[src/rtl/apb_slv_pkg.sv]
// Shared types and helpers for the APB register-file completer.
package apb_slv_pkg;

  typedef enum logic [1:0] {IDLE, WAIT, RESP} state_e;

  localparam int ADDR_LSB = 2;
  localparam int DATA_W   = 32;

  localparam logic RESP_OKAY = 1'b0;
  localparam logic RESP_ERR  = 1'b1;

  // Replace only the byte lanes whose strobe bit is set.
  function automatic logic [DATA_W-1:0] strb_merge(
    input logic [DATA_W-1:0]   old_val,
    input logic [DATA_W-1:0]   new_val,
    input logic [DATA_W/8-1:0] strb
  );
    logic [DATA_W-1:0] res;
    res = old_val;
    for (int b = 0; b < DATA_W/8; b++) begin
      if (strb[b]) res[8*b +: 8] = new_val[8*b +: 8];
    end
    return res;
  endfunction

endpackage

[src/rtl/apb_slv_regbank.sv]
// Register array with a byte-strobed write port and a combinational read port;
// index 0 is the constant ID register and is never written.
module apb_slv_regbank
  import apb_slv_pkg::*;
#(
  parameter int              NUM_REGS = 8,
  parameter logic [DATA_W-1:0] ID_VALUE = 32'hA9B0_0001,
  parameter int              IDX_W    = $clog2(NUM_REGS)
) (
  input  logic                pclk,
  input  logic                prst,
  input  logic                we,
  input  logic [IDX_W-1:0]    widx,
  input  logic [DATA_W-1:0]   wdata,
  input  logic [DATA_W/8-1:0] wstrb,
  input  logic [IDX_W-1:0]    ridx,
  output logic [DATA_W-1:0]   rdata
);

  localparam logic [IDX_W:0] NREGS = (IDX_W+1)'(NUM_REGS);

  logic [DATA_W-1:0] regs_q [NUM_REGS];
  logic [DATA_W-1:0] regs_d [NUM_REGS];

  always_comb begin
    regs_d    = regs_q;
    regs_d[0] = '0;
    if (we && (widx != '0) && ({1'b0, widx} < NREGS)) begin
      regs_d[widx] = strb_merge(regs_q[widx], wdata, wstrb);
    end
  end

  always_ff @(posedge pclk) begin
    if (prst) regs_q <= '{default: '0};
    else      regs_q <= regs_d;
  end

  always_comb begin
    rdata = '0;
    if (ridx == '0)                   rdata = ID_VALUE;
    else if ({1'b0, ridx} < NREGS)    rdata = regs_q[ridx];
  end

endmodule

[src/rtl/apb_slave_regfile.sv]
// APB completer with a register bank, programmable wait states and pslverr decode.
// Define APB_SLV_RO_ERR_EN to flag writes to the read-only ID register with pslverr.
module apb_slave_regfile
  import apb_slv_pkg::*;
#(
  parameter int          NUM_REGS    = 8,
  parameter logic [31:0] BASE_ADDR   = 32'h0000_0000,
  parameter int          WAIT_STATES = 0,
  parameter logic [31:0] ID_VALUE    = 32'hA9B0_0001,
  parameter int          STRB_W      = 4
) (
  input  logic              pclk,
  input  logic              prst,
  input  logic              psel,
  input  logic              penable,
  input  logic              pwrite,
  input  logic [31:0]       paddr,
  input  logic [31:0]       pwdata,
  input  logic [STRB_W-1:0] pstrb,
  output logic [31:0]       prdata,
  output logic              pready,
  output logic              pslverr
);

  localparam int IDX_W = $clog2(NUM_REGS);

`ifdef APB_SLV_RO_ERR_EN
  localparam logic RO_ERR = 1'b1;
`else
  localparam logic RO_ERR = 1'b0;
`endif

  state_e            state_q, state_d;
  logic [3:0]        cnt_q, cnt_d;
  logic              wr_q, wr_d;
  logic              err_q, err_d;
  logic              ro_q, ro_d;
  logic [IDX_W-1:0]  idx_q, idx_d;
  logic [DATA_W-1:0] wdata_q, wdata_d;
  logic [STRB_W-1:0] strb_q, strb_d;
  logic              pready_q, pready_d;
  logic              pslverr_q, pslverr_d;
  logic [DATA_W-1:0] prdata_q, prdata_d;

  logic [31:0]       word_off;
  logic [IDX_W-1:0]  dec_idx;
  logic              dec_err;
  logic              we;
  logic [DATA_W-1:0] rdata;

  always_comb begin
    word_off = (paddr - BASE_ADDR) >> ADDR_LSB;
    dec_idx  = word_off[IDX_W-1:0];
    dec_err  = (paddr < BASE_ADDR) || (word_off >= NUM_REGS) ||
               (paddr[ADDR_LSB-1:0] != '0);
  end

  always_ff @(posedge pclk) begin
    if (prst) begin
      state_q <= IDLE;
      cnt_q   <= '0;
      wr_q    <= 1'b0;
      err_q   <= 1'b0;
      ro_q    <= 1'b0;
      idx_q   <= '0;
      wdata_q <= '0;
      strb_q  <= '0;
    end else begin
      state_q <= state_d;
      cnt_q   <= cnt_d;
      wr_q    <= wr_d;
      err_q   <= err_d;
      ro_q    <= ro_d;
      idx_q   <= idx_d;
      wdata_q <= wdata_d;
      strb_q  <= strb_d;
    end
  end

  // Only a setup phase (psel without penable) starts a transfer from IDLE.
  always_comb begin
    state_d = state_q;
    cnt_d   = cnt_q;
    wr_d    = wr_q;
    err_d   = err_q;
    ro_d    = ro_q;
    idx_d   = idx_q;
    wdata_d = wdata_q;
    strb_d  = strb_q;
    case (state_q)
      IDLE: begin
        if (psel && !penable) begin
          wr_d    = pwrite;
          err_d   = dec_err;
          ro_d    = pwrite && !dec_err && (dec_idx == '0);
          idx_d   = dec_idx;
          wdata_d = pwdata;
          strb_d  = pstrb;
          if (WAIT_STATES == 0) begin
            state_d = RESP;
          end else begin
            cnt_d   = 4'(WAIT_STATES);
            state_d = WAIT;
          end
        end
      end
      WAIT: begin
        cnt_d = cnt_q - 4'd1;
        if (!psel) begin
          state_d = IDLE;
          cnt_d   = '0;
        end else if (cnt_q == 4'd1) begin
          state_d = RESP;
        end
      end
      RESP:    state_d = IDLE;
      default: state_d = IDLE;
    endcase
  end

  // idx_d/wr_d/err_d hold the live decode on a zero-wait setup and the latched one otherwise.
  always_comb begin
    pready_d  = (state_d == RESP);
    pslverr_d = (pready_d && (err_d || (RO_ERR && ro_d))) ? RESP_ERR : RESP_OKAY;
    prdata_d  = (pready_d && !wr_d && !err_d) ? rdata : '0;
    we        = (state_q == RESP) && wr_q && !err_q;
  end

  always_ff @(posedge pclk) begin
    if (prst) begin
      pready_q  <= 1'b0;
      pslverr_q <= 1'b0;
      prdata_q  <= '0;
    end else begin
      pready_q  <= pready_d;
      pslverr_q <= pslverr_d;
      prdata_q  <= prdata_d;
    end
  end

  assign pready  = pready_q;
  assign pslverr = pslverr_q;
  assign prdata  = prdata_q;

  apb_slv_regbank #(
    .NUM_REGS (NUM_REGS),
    .ID_VALUE (ID_VALUE),
    .IDX_W    (IDX_W)
  ) u_regbank (
    .pclk  (pclk),
    .prst  (prst),
    .we    (we),
    .widx  (idx_q),
    .wdata (wdata_q),
    .wstrb (strb_q),
    .ridx  (idx_d),
    .rdata (rdata)
  );

endmodule

[config.mk]
export PLATFORM = sky130hd
export DESIGN_NAME = apb_slave_regfile
export DESIGN_NICKNAME = d
export VERILOG_FILES = /design/src/rtl/apb_slv_pkg.sv /design/src/rtl/apb_slv_regbank.sv /design/src/rtl/apb_slave_regfile.sv
export SDC_FILE = /design/constraint.sdc
export NUM_CORES = 1
export LEC_CHECK = 0
export ABC_AREA = 1
export CAP_MARGIN = 10
export CORE_AREA = 2 2 146 255
export DETAILED_ROUTE_END_ITERATION = 7
export DIE_AREA = 0 0 148 257
export PLACE_DENSITY = 0.72
export SLEW_MARGIN = 10
export SYNTH_ARGS = -nofsm -noshare
export SYNTH_HDL_FRONTEND = slang
export SYNTH_HIERARCHICAL = 1
export SYNTH_SLANG_ARGS = --single-unit
export TNS_END_PERCENT = 30
[constraint.sdc]
create_clock -name pclk -period 2.3 [get_ports pclk]
set_input_delay 0.46 -clock pclk [delete_from_list [all_inputs] [get_ports pclk]]
set_output_delay 0.46 -clock pclk [all_outputs]
set_load 0.02 [all_outputs]
# After elaboration in Yosys (flattened, before gate mapping)
# Index checks and enable logic that the tools add are counted.
# op_classes
eq_ne	4
addsub	1
reduce_logical	22
bitwise_logic	4
order_cmp	5
muxes	30
# ops
cell	count
$bwmux W256	1
$bmux W32 S3	2
$mux W32	6
$demux W32 S3	1
$mux W8	8
$lt A32 B1 Y1 const B	1
$ge A30 B4 Y1 const B	1
$ge A4 B4 Y1 const B	2
$logic_and A1 B1 Y1	8
$not A3 Y4	2
$mux W2	3
$mux W3	2
$mux W1	5
$eq A2 B2 Y1 const B	2
$eq A4 B1 Y1 const B	1
$logic_not A1 Y1	4
$lt A4 B1 Y1 const B	1
$mux W4	1
$pmux W2 S2	1
$reduce_or A2 Y1	2
$sub A4 B1 Y4 const B	1
$logic_not A3 Y1	1
$reduce_bool A3 Y1	1
$reduce_or A3 Y1	1
other kinds (6)	8
# totals
output_inout_bits	34
reg_bits	337

# Longest topological paths before layout
# logic_depth
word_depth	9
ltp_mapped	17
mapped_depth_nobuf	15

# Cells and area by module
# Netlist, hierarchy kept.
# by_module_without_submodules
module	cells_each	area_per_inst_um2	instances
apb_slv_regbank	2048	13103.8	1
apb_slave_regfile	368	2881.5	1

# Least setup slack after synthesis
# OpenSTA, ideal clock, no wires.
# synth_timing
path_kind	input -> register
startpoint	input port psel
endpoint	register prdata_q[10] (netlist: prdata[10])
arrival_time_ns	2.423
required_ns	2.238
setup_slack_ns	-0.185
cell_stages	17
path_cell_list	inv_1 nor2_2 nand2_2 inv_2 buf_2 or2_2 o21ai_0 inv_1 inv_1 clkbuf_1 clkbuf_1 o21ai_0 o21ai_0 nor2_1 nor2_1 inv_1 nor2_2
# synth_between
elab_cells_between_ends	22
classes_between	eq/ne (1); mux (12); bitwise (2); reduce/logical (7)
# synth_lines
element	line	rtl
from (decl)	apb_slave_regfile.sv:14	input logic psel,
$logic_and A1 B1 Y1 *	apb_slave_regfile.sv:92	if (psel && !penable) begin
$mux W3 *	apb_slave_regfile.sv:92	
$mux W3 *	apb_slave_regfile.sv:90	case (state_q)
named net idx_d[0]	apb_slave_regfile.sv:38	logic [IDX_W-1:0] idx_q, idx_d;
$not A3 Y4 (not written as such)	apb_slv_regbank.sv:41	else if ({1'b0, ridx} < NREGS) rdata = regs_q[ridx];
$bmux W32 S3	apb_slv_regbank.sv:41	
$mux W32 (not written as such) (2 in a row)	apb_slv_regbank.sv:41	
to (signal assigned)	apb_slave_regfile.sv:137	prdata_q <= prdata_d;
to (decl)	apb_slave_regfile.sv:43	logic [DATA_W-1:0] prdata_q, prdata_d;
# The timed path passes the listed nets; every way through them passes the cells marked *. The select of a mux whose other input is x is not followed.
# A chain may end at the register's enable or synchronous reset.

# Final worst setup path
# layout_timing
startpoint	input port psel
endpoint	register prdata_q[26] (netlist: prdata[26])
# Same word-level chain as after synthesis.

==> tab_implementation.tex <==
\begin{tabular}{lr}
\hline
Metric & Value \\
\hline
\multicolumn{2}{l}{\textbf{CTS}} \\
\quad Insertion delay to the later sink of the worst-skew pair & around 0.6 ns \\
\quad Clock tree from TritonCTS & done \\
\quad TritonCTS Buffers & 30 \\
\quad CTS Root Buffer Type & clkbuf\_16 \\
\quad Clock tree sinks & 337 \\
\quad Maximum number of buffers from clock root to sink & 3 \\
\quad Maximum level of the CTS H-tree & 1 \\
\quad Count of hold-fix buffers inserted at cts & 0 \\
\quad Clock-pin slew reported for the worst setup and hold paths after clock tree synthesis & about 0.070 ns \\
\multicolumn{2}{l}{\textbf{Critical path}} \\
\quad CP dominant cell by count & nor2\_1 \\
\quad Worst Path Required & around 2.8 ns \\
\quad Worst Path Max Fanout & 9 \\
\quad Chain of cells forming the critical path & clkdlybuf4s50\_1 -> inv\_2 -> nor2\_2 -> nand2\_2 -> inv\_2 -> or2\_2 -> o21ai\_2 -> bufinv\_8 -> clkinv\_8 -> buf\_12 -> buf\_4 -> o21ai\_0 -> o22ai\_1 -> nor2\_1 -> nor2\_1 -> inv\_1 -> nor2\_1 \\
\quad Type of the worst setup path & in2reg \\
\quad Worst R2R Setup Slack & between 0.1 and 0.15 ns \\
\quad Startpoint Class & input port \\
\quad R2r startpoint & idx\_q[2] \\
\quad Worst stage delay on the critical path & between 0.4 and 0.5 ns \\
\quad Critical register-to-register path endpoint & u\_regbank/regs\_q[221] \\
\quad Signal arrival time at the worst endpoint & about 2.7 ns \\
\quad R2R cell count & 8 \\
\quad CP max stage cell & clkdlybuf4s50\_1 \\
\quad Category of the worst setup path capture point & flip-flop \\
\multicolumn{2}{l}{\textbf{Synth}} \\
\quad Fraction of the yosys area taken by sequential cells & 0.4220 \\
\quad Cells after Synth & 2416 \\
\quad Number of different library cells in the post-synthesis netlist & 32 \\
\quad Synth Register Bits & approximately 340 \\
\quad Number of warnings printed during yosys synthesis & 6 \\
\quad Post-Synthesis Cell Area & about 16000 µm² \\
\quad Synthesized area per cell & approximately 6.6 µm² \\
\multicolumn{2}{l}{\textbf{Timing}} \\
\quad Final-layout worst hold slack & $\sim$0.48 ns \\
\quad Least setup slack across all paths after layout & roughly 0.089 ns \\
\quad Relative slew slack & 0.4380 \\
\quad Setup repair after global routing missed its margin & yes \\
\quad Fraction of the cycle the final worst path needs & 0.9611 \\
\quad Final min period & $\sim$2.2 ns \\
\quad Total setup violations reported at the end of the flow & 0 \\
\quad Fmax & $\sim$0.45 GHz \\
\quad Number of hold violations in the final report & 0 \\
\quad Max-slew violation count & 0 \\
\quad Final worst clock skew & around 0.029 ns \\
\quad Worst Max-Slew Pin Slew & roughly 0.84 ns \\
\multicolumn{2}{l}{\textbf{Drt}} \\
\quad DRC & 0 \\
\quad Post-detailed-route wirelength per cell & 17.84 µm \\
\quad Average vias per placed instance & 5.671 \\
\quad Starting DRC count in detailed routing & $\sim$1800 \\
\quad Remaining number of nets flagged by the antenna check after routing & 0 \\
\quad DRT Wirelength & between 50 and 60 mm \\
\quad Length of the first detailed-routing pass in iterations & 7 \\
\quad Count of vias placed by the detailed router & between 15000 and 20000 \\
\multicolumn{2}{l}{\textbf{Run status}} \\
\quad Status & complete, no violations \\
\multicolumn{2}{l}{\textbf{Layout}} \\
\quad Count of antenna diodes in the layout & 0 \\
\quad Layout cells sized above 1 & 0.09307 \\
\quad Area taken by flip-flops and latches & $\sim$6800 µm² \\
\quad Final design utilization & 0.5422 \\
\quad Fill cell total of the finished layout & 3434 \\
\quad Most frequent standard cell in the layout excluding fill and tap cells & nand2\_1 \\
\quad Total number of nets in the final design & $\sim$2600 \\
\quad Most frequent cells in the layout & nand2\_1, dfxtp\_1, nor2\_1 \\
\quad Layout area overhead & 21.82\% \\
\quad Area of the multi-input gates & between 8000 and 9000 µm² \\
\multicolumn{2}{l}{\textbf{Global routing}} \\
\quad Global router's overall resource usage & 0.2710 \\
\quad Wire length of the first global-routing pass & between 80 and 90 mm \\
\quad Global route overflow & 0 \\
\quad Via count of the first global-routing pass & $\sim$16000 \\
\quad Pin count of the biggest net entering global routing & 97 \\
\quad Number of antenna violations at the first check in global routing & 1 \\
\multicolumn{2}{l}{\textbf{Place}} \\
\quad Port bufs & 106 \\
\quad Pre-CTS setup slack & -0.7032 ns \\
\quad Dpl hpwl & 32.40 mm \\
\quad Placer's final routability congestion estimate & a little under 0.9 \\
\multicolumn{2}{l}{\textbf{Floorplan}} \\
\quad Core Footprint & 35910 µm² \\
\quad Vert. Die Dim & around 260 µm \\
\quad Row count & between 90 and 100 \\
\quad Initial core utilization & 0.4451 \\
\quad Die W & roughly 150 µm \\
\quad Area of the die & around 38000 µm² \\
\quad Count of boundary I/O pins & 107 \\
\multicolumn{2}{l}{\textbf{Pwr}} \\
\quad Part of the total power dissipated in combinational logic & 0.161 \\
\quad Net Sw Power & 3.837 mW \\
\quad Worst VDD drop & about 0.00051 V \\
\quad Power share of the clock group & 0.413 \\
\quad Design internal power & roughly 10 mW \\
\quad Sequential Power Share & 0.427 \\
\quad Power density of the placed cells & 720.5 nW/µm² \\
\quad Leakage power summed over all cells & between 8 and 9 nW \\
\quad Switching share of power & 0.2735 \\
\multicolumn{2}{l}{\textbf{Worst hold path}} \\
\quad Hold/Removal Path Class & reg2reg \\
\quad Launch point of the worst hold path & wdata\_q[25] \\
\quad Worst Hold Path EP & wdata\_q[25] \\
\quad Cell depth of the worst min-delay path & 2 \\
\multicolumn{2}{l}{\textbf{Flow run}} \\
\quad Total of max-cap violations & 0 \\
\hline
\end{tabular}
## how the worst max path moves through the flow
stage | slack [ns] | endpoint | depth (start not counted) | startpoint
floorplan | -0.0008 | prdata[10] | 17 | psel
detailed placement | -0.70 | prdata[14] | 15 | psel
global route | -0.03 | prdata[26] | 17 | psel
global placement | -0.59 | prdata[3] | 15 | psel
CTS | 0.004 | prdata[17] | 16 | psel
finish | 0.09 | prdata[26] | 17 | psel
## cell families (layout without fill, tap and decap cells)
| logic type | count (synthesis) | count (layout) | synth area share |
|---|---|---|---|
| flip-flops | 337 | 337 | 0.4220 |
| other | 1 | 32 | 0.0002346 |
| AO/OA/AOI/OAI | 687 | 687 | 0.2195 |
| adder cells (fa/ha/maj) | 2 | 2 | 0.001565 |
| AND/OR/NAND/NOR | 1120 | 1120 | 0.2872 |
| buffers and inverters | 269 | 347 | 0.06950 |
## sequential cells by signal (all words and copies together) (netlist names)
name	count
cnt_q	4
err_q	1
idx_q	3
prdata	32
pready	1
pslverr	1
state_q	2
strb_q	4
u_regbank/regs_q	256
wdata_q	32
wr_q	1
## repair_timing
item                                    4_1_cts  5_1_grt
endpoints found under the setup margin       21       32
cloned                                        1        3
buffers inserted                              1        3
resized for setup                             3       34
pin swaps                                     0        3
## synthesized netlist by cell type, drive strengths merged
master / instances / area share
nor3: 2 / 0.00063
clkbuf: 120 / 0.028
o21ai: 397 / 0.12
nor4: 5 / 0.0067
ha: 2 / 0.0016
inv: 80 / 0.019
nand3: 97 / 0.031
o21a: 1 / 0.00047
clkinv: 1 / 0.00023
o31ai: 1 / 0.00047
or2: 37 / 0.014
nor2: 292 / 0.070
buf: 68 / 0.022
o22ai: 46 / 0.018
dfxtp: 337 / 0.42
a21oi: 241 / 0.075
nand2: 673 / 0.16
a2bb2oi: 1 / 0.00055
nand4: 14 / 0.0055
conb: 1 / 0.00023
## critical path, delay by kind of cell
kind	cells	cell delay, ns
AO/OA/AOI/OAI	3	0.30
buffers and inverters	8	1.26
AND/OR/NAND/NOR	6	0.69
## metrics by stage
step	instances	setup TNS [ns]	power, mW	cell area (µm²)
after floorplan	2447	-0.0008407	7.370	16130
after global placement	2931	-16.65	8.192	18110
after detailed placement	2931	-19.23	8.219	18110
after CTS	2989	0	13.98	19310
after global routing	2995	-0.2004	14.51	19470
final	2995	0	14.03	19470
## layout make-up
type / count / area share
multi-input cells: 1841 / 0.4247
flip-flops and latches: 337 / 0.3467
repair buffers: 210 / 0.1221
clock buffers: 40 / 0.04459
well taps: 470 / 0.03020
inverters: 81 / 0.01735
clock inverters: 16 / 0.01433
## power by group through the flow
stage | combinational (mW) | sequential (mW) | clock [mW]
2_1_floorplan | 1.25 | 6.12 | 0
3_3_place_gp | 2.07 | 6.12 | 0
3_5_place_dp | 2.10 | 6.12 | 0
4_1_cts | 2.14 | 5.99 | 5.86
5_1_grt | 2.44 | 5.99 | 6.08
6_report | 2.25 | 5.99 | 5.79
## layer usage
| metal | wire length (µm) | GRT usage | vias to the layer above |
|---|---|---|---|
| met2 | 26480 | 0.4753 | 894 |
| met3 | 4192 | 0.03050 | 202 |
| met5 | 0 | 0 | - |
| met4 | 3009 | 0.1690 | 0 |
| li1 | - | - | 8083 |
| met1 | 19740 | 0.3110 | 7807 |
(Power assumes the default switching activity.)
